### src/rtl/multicycle_control_if.sv
// multicycle_control_if
//   Groups the instruction/memory handshake and datapath control lines of the
//   multi-cycle sequencer. Signal suffixes are from the sequencer's point of view.
//   master : the sequencer (reads opcode/ready, drives all control strobes)
//   slave  : the datapath/memory side (supplies opcode/ready, consumes controls)
//   opcode_i      [6:0] instruction[6:0] from IR
//   mem_ready_i         memory port done for the current FETCH/MEM access
//   pc_write_o          PC update strobe
//   ir_write_o          IR load strobe
//   reg_write_o         register file write enable
//   alu_op_o      [2:0] ALU class
//   alu_src_o           1 = immediate as ALU operand 2
//   alu_data1_o         1 = PC as ALU operand 1
//   mem_write_o         data store request
//   mem_read_o          memory read request (fetch or load)
//   men_to_reg_o        1 = memory data to register file
//   branch_jump_o [1:0] next-PC select
//   illegal_o           sticky unknown-opcode flag
//   instr_done_o        one-cycle retire pulse
interface multicycle_control_if;
  logic [6:0] opcode_i;
  logic       mem_ready_i;
  logic       pc_write_o;
  logic       ir_write_o;
  logic       reg_write_o;
  logic [2:0] alu_op_o;
  logic       alu_src_o;
  logic       alu_data1_o;
  logic       mem_write_o;
  logic       mem_read_o;
  logic       men_to_reg_o;
  logic [1:0] branch_jump_o;
  logic       illegal_o;
  logic       instr_done_o;

  modport master (
    input  opcode_i, mem_ready_i,
    output pc_write_o, ir_write_o, reg_write_o, alu_op_o, alu_src_o,
           alu_data1_o, mem_write_o, mem_read_o, men_to_reg_o,
           branch_jump_o, illegal_o, instr_done_o
  );

  modport slave (
    output opcode_i, mem_ready_i,
    input  pc_write_o, ir_write_o, reg_write_o, alu_op_o, alu_src_o,
           alu_data1_o, mem_write_o, mem_read_o, men_to_reg_o,
           branch_jump_o, illegal_o, instr_done_o
  );
endinterface

### src/rtl/multicycle_control.sv
// multicycle_control
//   Multi-cycle sequencer for the RV32I core. Steps each instruction through
//   FETCH, DECODE, EXECUTE, MEM and WB, issuing datapath controls plus PC, IR
//   and memory handshake strobes. Unknown opcodes park the FSM in TRAP.
//   clk_i : clock, all state changes on the rising edge
//   rst_i : synchronous active-high reset
//   bus   : multicycle_control_if.master (opcode/ready in, controls out)
module multicycle_control (
  input logic                 clk_i,
  input logic                 rst_i,
  multicycle_control_if.master bus
);

  localparam logic [2:0] ST_FETCH   = 3'd0;
  localparam logic [2:0] ST_DECODE  = 3'd1;
  localparam logic [2:0] ST_EXECUTE = 3'd2;
  localparam logic [2:0] ST_MEM     = 3'd3;
  localparam logic [2:0] ST_WB      = 3'd4;
  localparam logic [2:0] ST_TRAP    = 3'd5;

  localparam logic [6:0] OP_R     = 7'b0110011;
  localparam logic [6:0] OP_I     = 7'b0010011;
  localparam logic [6:0] OP_L     = 7'b0000011;
  localparam logic [6:0] OP_S     = 7'b0100011;
  localparam logic [6:0] OP_B     = 7'b1100011;
  localparam logic [6:0] OP_LUI   = 7'b0110111;
  localparam logic [6:0] OP_AUIPC = 7'b0010111;
  localparam logic [6:0] OP_JAL   = 7'b1101111;
  localparam logic [6:0] OP_JALR  = 7'b1100111;

  logic [2:0] state_q, state_d;
  logic [6:0] opcode_q, opcode_d;
  logic       illegal_q, illegal_d;

  logic       opcode_legal;
  logic       is_load, is_store, is_branch;
  logic [2:0] dec_alu_op;
  logic       dec_alu_src, dec_alu_data1;
  logic [1:0] dec_branch_jump;

  logic       pc_write_c, ir_write_c, reg_write_c, mem_write_c, mem_read_c;
  logic       men_to_reg_c, show_dec;

  // Legality is judged on the live IR opcode, since DECODE picks the next state
  // in the same cycle the opcode is latched.
  always_comb begin
    opcode_legal = 1'b0;
    case (bus.opcode_i)
      OP_R, OP_I, OP_L, OP_S, OP_B, OP_LUI, OP_AUIPC, OP_JAL, OP_JALR:
        opcode_legal = 1'b1;
      default: opcode_legal = 1'b0;
    endcase
  end

  // Datapath controls come only from the latched opcode so the IR may change
  // after DECODE without disturbing EXECUTE/MEM/WB.
  always_comb begin
    dec_alu_op      = 3'b000;
    dec_alu_src     = 1'b0;
    dec_alu_data1   = 1'b0;
    dec_branch_jump = 2'b00;
    case (opcode_q)
      OP_R:     dec_alu_op = 3'b010;
      OP_I:     begin dec_alu_op = 3'b011; dec_alu_src = 1'b1; end
      OP_L,
      OP_S:     begin dec_alu_op = 3'b000; dec_alu_src = 1'b1; end
      OP_B:     begin dec_alu_op = 3'b001; dec_branch_jump = 2'b01; end
      OP_LUI:   begin dec_alu_op = 3'b100; dec_alu_src = 1'b1; end
      OP_AUIPC: begin dec_alu_op = 3'b101; dec_alu_src = 1'b1; dec_alu_data1 = 1'b1; end
      OP_JAL:   begin
        dec_alu_op = 3'b110; dec_alu_src = 1'b1; dec_alu_data1 = 1'b1; dec_branch_jump = 2'b10;
      end
      OP_JALR:  begin dec_alu_op = 3'b110; dec_alu_src = 1'b1; dec_branch_jump = 2'b11; end
      default:  dec_alu_op = 3'b000;
    endcase
  end

  assign is_load   = (opcode_q == OP_L);
  assign is_store  = (opcode_q == OP_S);
  assign is_branch = (opcode_q == OP_B);

  // Next-state and strobe generation. Memory requests in FETCH/MEM simply
  // hold until mem_ready_i, so the request level never changes mid-access.
  always_comb begin
    state_d      = state_q;
    opcode_d     = opcode_q;
    illegal_d    = illegal_q;
    pc_write_c   = 1'b0;
    ir_write_c   = 1'b0;
    reg_write_c  = 1'b0;
    mem_write_c  = 1'b0;
    mem_read_c   = 1'b0;
    men_to_reg_c = 1'b0;
    show_dec     = 1'b0;
    case (state_q)
      ST_FETCH: begin
        mem_read_c = 1'b1;
        if (bus.mem_ready_i) begin
          ir_write_c = 1'b1;
          state_d    = ST_DECODE;
        end
      end
      ST_DECODE: begin
        opcode_d = bus.opcode_i;
        if (opcode_legal) begin
          state_d = ST_EXECUTE;
        end else begin
          state_d   = ST_TRAP;
          illegal_d = 1'b1;
        end
      end
      ST_EXECUTE: begin
        show_dec = 1'b1;
        if (is_load || is_store) begin
          state_d = ST_MEM;
        end else if (is_branch) begin
          pc_write_c = 1'b1;
          state_d    = ST_FETCH;
        end else begin
          state_d = ST_WB;
        end
      end
      ST_MEM: begin
        show_dec    = 1'b1;
        mem_read_c  = is_load;
        mem_write_c = is_store;
        if (bus.mem_ready_i) begin
          if (is_store) begin
            pc_write_c = 1'b1;
            state_d    = ST_FETCH;
          end else begin
            state_d = ST_WB;
          end
        end
      end
      ST_WB: begin
        show_dec     = 1'b1;
        reg_write_c  = 1'b1;
        pc_write_c   = 1'b1;
        men_to_reg_c = is_load;
        state_d      = ST_FETCH;
      end
      ST_TRAP: state_d = ST_TRAP;
      default: state_d = ST_FETCH;
    endcase
  end

  // Everything is forced low while reset is held, including the sticky flag,
  // so no strobe can escape during a mid-operation reset.
  assign bus.pc_write_o    = pc_write_c   & ~rst_i;
  assign bus.instr_done_o  = pc_write_c   & ~rst_i;
  assign bus.ir_write_o    = ir_write_c   & ~rst_i;
  assign bus.reg_write_o   = reg_write_c  & ~rst_i;
  assign bus.mem_write_o   = mem_write_c  & ~rst_i;
  assign bus.mem_read_o    = mem_read_c   & ~rst_i;
  assign bus.men_to_reg_o  = men_to_reg_c & ~rst_i;
  assign bus.illegal_o     = illegal_q    & ~rst_i;
  assign bus.alu_op_o      = (show_dec && !rst_i) ? dec_alu_op      : 3'b000;
  assign bus.alu_src_o     = (show_dec && !rst_i) ? dec_alu_src     : 1'b0;
  assign bus.alu_data1_o   = (show_dec && !rst_i) ? dec_alu_data1   : 1'b0;
  assign bus.branch_jump_o = (show_dec && !rst_i) ? dec_branch_jump : 2'b00;

  always_ff @(posedge clk_i) begin
    if (rst_i) begin
      state_q   <= ST_FETCH;
      opcode_q  <= 7'd0;
      illegal_q <= 1'b0;
    end else begin
      state_q   <= state_d;
      opcode_q  <= opcode_d;
      illegal_q <= illegal_d;
    end
  end

endmodule

### src/flat_wrapper.sv
// flat-port wrapper written by rule: the top's interface ports become plain ports
module multicycle_control_flat 
  (clk_i, rst_i, bus_opcode_i, bus_mem_ready_i, bus_pc_write_o, bus_ir_write_o, bus_reg_write_o, bus_alu_op_o, bus_alu_src_o, bus_alu_data1_o, bus_mem_write_o, bus_mem_read_o, bus_men_to_reg_o, bus_branch_jump_o, bus_illegal_o, bus_instr_done_o);
  multicycle_control_if bus_i ();
  input logic clk_i;
  input logic rst_i;
  input wire logic [$bits(bus_i.opcode_i)-1:0] bus_opcode_i;
  input wire logic [$bits(bus_i.mem_ready_i)-1:0] bus_mem_ready_i;
  output wire logic [$bits(bus_i.pc_write_o)-1:0] bus_pc_write_o;
  output wire logic [$bits(bus_i.ir_write_o)-1:0] bus_ir_write_o;
  output wire logic [$bits(bus_i.reg_write_o)-1:0] bus_reg_write_o;
  output wire logic [$bits(bus_i.alu_op_o)-1:0] bus_alu_op_o;
  output wire logic [$bits(bus_i.alu_src_o)-1:0] bus_alu_src_o;
  output wire logic [$bits(bus_i.alu_data1_o)-1:0] bus_alu_data1_o;
  output wire logic [$bits(bus_i.mem_write_o)-1:0] bus_mem_write_o;
  output wire logic [$bits(bus_i.mem_read_o)-1:0] bus_mem_read_o;
  output wire logic [$bits(bus_i.men_to_reg_o)-1:0] bus_men_to_reg_o;
  output wire logic [$bits(bus_i.branch_jump_o)-1:0] bus_branch_jump_o;
  output wire logic [$bits(bus_i.illegal_o)-1:0] bus_illegal_o;
  output wire logic [$bits(bus_i.instr_done_o)-1:0] bus_instr_done_o;
  assign bus_i.opcode_i = bus_opcode_i;
  assign bus_i.mem_ready_i = bus_mem_ready_i;
  assign bus_pc_write_o = bus_i.pc_write_o;
  assign bus_ir_write_o = bus_i.ir_write_o;
  assign bus_reg_write_o = bus_i.reg_write_o;
  assign bus_alu_op_o = bus_i.alu_op_o;
  assign bus_alu_src_o = bus_i.alu_src_o;
  assign bus_alu_data1_o = bus_i.alu_data1_o;
  assign bus_mem_write_o = bus_i.mem_write_o;
  assign bus_mem_read_o = bus_i.mem_read_o;
  assign bus_men_to_reg_o = bus_i.men_to_reg_o;
  assign bus_branch_jump_o = bus_i.branch_jump_o;
  assign bus_illegal_o = bus_i.illegal_o;
  assign bus_instr_done_o = bus_i.instr_done_o;
  multicycle_control u_core (.clk_i(clk_i), .rst_i(rst_i), .bus(bus_i));
endmodule
### config.mk
export PLATFORM = sky130hd
export DESIGN_NAME = multicycle_control_flat
export DESIGN_NICKNAME = d
export VERILOG_FILES = /design/src/rtl/multicycle_control_if.sv /design/src/rtl/multicycle_control.sv /design/src/flat_wrapper.sv
export SDC_FILE = /design/constraint.sdc
export NUM_CORES = 1
export LEC_CHECK = 0
export CELL_PAD_IN_SITES_DETAIL_PLACEMENT = 0
export CELL_PAD_IN_SITES_GLOBAL_PLACEMENT = 1
export CORE_MARGIN = 2
export CORE_UTILIZATION = 31
export DETAILED_ROUTE_END_ITERATION = 8
export HOLD_SLACK_MARGIN = 0.12
export PLACE_DENSITY_LB_ADDON = 0.1
export RECOVER_POWER = 50
export SLEW_MARGIN = 0
export SYNTH_ARGS = -nofsm -noshare
export SYNTH_HDL_FRONTEND = slang
export SYNTH_SLANG_ARGS = --single-unit
### constraint.sdc
create_clock -name clk_i -period 1.8 [get_ports clk_i]
set_input_delay 0.27 -clock clk_i [delete_from_list [all_inputs] [get_ports clk_i]]
set_output_delay 0.27 -clock clk_i [all_outputs]
set_load 0.02 [all_outputs]
==> impl_metrics.toml <==
[outcome]
status = "finished, violations left"
violations = "setup timing"

[final_layout]
num_antenna_cells = 0
drive_gt1_frac = 0.4088
areaGrowthSynthToFinish_pct = 74.07
fin_nets = 170

[placed_design]
place.gp.congestion = 0.7687
io_buffer_count = 24
dp_worst_setup_slack_ns = -0.4483
dpl.hpwl_um = 1697

[cts]
clock_sinks = 11
numCtsBuffers = 3
clk_path_buf_depth = 2
clk_pin_slew_ns = 0.07
cts_max_level = 1
cts_hold_buf = 0
cts_tree = "yes"
clockRootBuffer = "clkbuf_4"
clk_latency_ns = 0.26

[sta]
min_period_ns = 1.940
rsz0062_at_grt = "true"
drv_slew = 0
setup_viol_count_final = 12
period_share = 1.078
worst_clock_skew_ns = 0.001236
layout_setup_ws_ns = -0.1398
hold_viol = 0
clock.fmax_ghz = 0.5155
max_slew_margin = 0.7079
worst_slew_pin_slew_ns = 0.4365

[critical_path]
rr_startpoint = "u_core.opcode_q[3]"
arrival_ns = 1.67
path_buf_inv = 1
critPathKind = "reg2out"
crit_chain = "nand4bb_4 > or3_4 > o21ai_2 > a31o_4 > buf_6"
cp-startpoint = "u_core.opcode_q[3]"
slowest_delay_ns = 0.45
crit_required_ns = 1.53
startpoint_type = "register"
cp_top_family = "simple AND/OR/NAND/NOR gates"
crit_path_max_fanout = 5
slowest_stage = "or3_4"
endpoint_kind = "primary output"

[detailed_routing]
routed_wl_um = 2338
ant_nets = 0
wire_per_inst_um = 12.37
drtPass1Iterations = 4
vias = 992
drtIter0Drc = 18
via_per_inst = 5.249
drc = 0

[logic_synthesis]
synth_fp_nets = 121
synth-edff-count = 0
synth.largest_area_cell = "dfxtp_1"
async_flop_share = 0
yosysTopAreaCellShare = 0.2834
synth-warning-count = 0
yosysUniqueCellTypes = 34
synth_area_um2 = 777.0
ys.flop_type = "dfxtp_1"
syn_area_per_cell_um2 = 7.000
synth_area_leaders = "dfxtp_1 28%, nand2_1 7.2%, o21ai_0 7.1%"
synth-seq-area-share = 0.2834
ys_ff_latch = 11
syn-instance-count = 111

[power_and_ir_drop]
power_uw = 780.8
power_density_nw_per_um2 = 577.3
vdd_ir_drop_max_mv = 0.4498
p_leak_nw = 0.5201

[die]
rows = 18
boundaryPins = 25
die_height_um = 54.07
die-area_um2 = 2923
initial_core_util = 0.3194
coreArea_um2 = 2432
chipWidth_um = 54.07

[global_routing]
grt_overflow = 0
grtUsageTotal = 0.1674
grt_max_degree = 14
grt_pass1_wl_um = 3588
grt_pass1_vias = 839
antenna_found_initial = 0

[worst_hold_path]
min_from = "u_core.illegal_q"
hold_class = "reg2reg"

[job]
max_cap_violations = 0
## cell usage after synthesis (2+ instances only)
cell      instances
nor2_1           12
o21ai_0          11
nor2b_1           3
a21oi_1          10
nor3_1            4
nand2_1          15
nand3_1           3
or3_1             2
nand2b_1          4
nor4_1            3
o32a_1            2
inv_1             2
dfxtp_1          11
nand3b_1          3
clkbuf_1          7
## registers in the layout, indices dropped and copies added, names as in the netlist
name              flops
u_core.illegal_q      1
u_core.opcode_q       7
u_core.state_q        3
## metrics by stage
stage | instances | utilization | cell area [um2] | hold slack, ns | TNS, ns
4_1_cts | 189 | 0.5278 | 1284 | 0.4669 | -1.103
5_1_grt | 189 | 0.5561 | 1353 | 0.4801 | -1.750
3_3_place_gp | 184 | 0.5123 | 1246 | 0.4415 | -4.520
6_report | 189 | 0.5561 | 1353 | 0.4616 | -0.8018
3_5_place_dp | 184 | 0.5123 | 1246 | 0.4573 | -4.746
2_1_floorplan | 111 | - | 802.0 | 0.4060 | -0.4112
## what timing repair did
item | CTS | global route
buffers inserted | 1 | 0
hold endpoints to repair | 0 | 0
pin swaps | 11 | 4
setup endpoints to repair | 15 | 15
resized for setup | 85 | 17
## where the power goes
| group | internal [mW] | switching [mW] |
|---|---|---|
| Sequential | 0.273 | 0.0174 |
| Clock | 0.0857 | 0.0793 |
| Combinational | 0.158 | 0.167 |
| Total | 0.517 | 0.264 |
## worst reg2reg max path, stage by stage (launching register included)
cell and delay (ns):
dfxtp_2 0.32, nand4bb_4 0.21, or3_4 0.45, buf_4 0.16, o32a_1 0.27, nand2_1 0.07
## placed cells by master, fill, tap and decap left out, types with 2 or more instances in the layout
| cell type | count |
|---|---|
| nor2_4 | 2 |
| buf_4 | 34 |
| o21ai_0 | 10 |
| nor3_1 | 2 |
| nand3_1 | 3 |
| nand2_1 | 14 |
| clkbuf_4 | 4 |
| nand3b_1 | 3 |
| dfxtp_2 | 3 |
| o32a_1 | 2 |
| nand2b_1 | 4 |
| clkdlybuf4s50_1 | 9 |
| nor2b_1 | 3 |
| inv_1 | 2 |
| nor2_1 | 10 |
| buf_6 | 7 |
| or3_4 | 2 |
| dfxtp_1 | 8 |
| a21oi_1 | 9 |
## cells by family after synthesis
logic type      after synthesis  synth area share
simple gates                 56            0.3752
compound gates               31            0.2544
flops                        11            0.2834
buf+inv                      11           0.05959
mux                           2           0.02737
## worst paths after layout
check,slack (ns),to,cells past startpoint
min,0.46,u_core.illegal_q,2
max reg2reg,0.26,u_core.state_q[1],5
min reg2reg,0.46,u_core.illegal_q,2
max,-0.14,bus_pc_write_o,5
## routing by layer
metal,wire length (um),up-vias,part of all wire,global-route usage
met5,0,-,0,0
li1,-,502,-,-
met1,1069,459,0.46,0.2191
met4,16,0,0.0068,0.06250
met3,118,2,0.050,0.01667
met2,1133,29,0.48,0.2825
## layout make-up
class,count,area [um2]
clock buffer,4,26.28
fill,248,1080
inverter,2,7.507
multi-input combinational,89,610.6
sequential,11,224.0
tap,30,37.54
timing repair buffer,53,446.7
(Power assumes the default switching activity.)
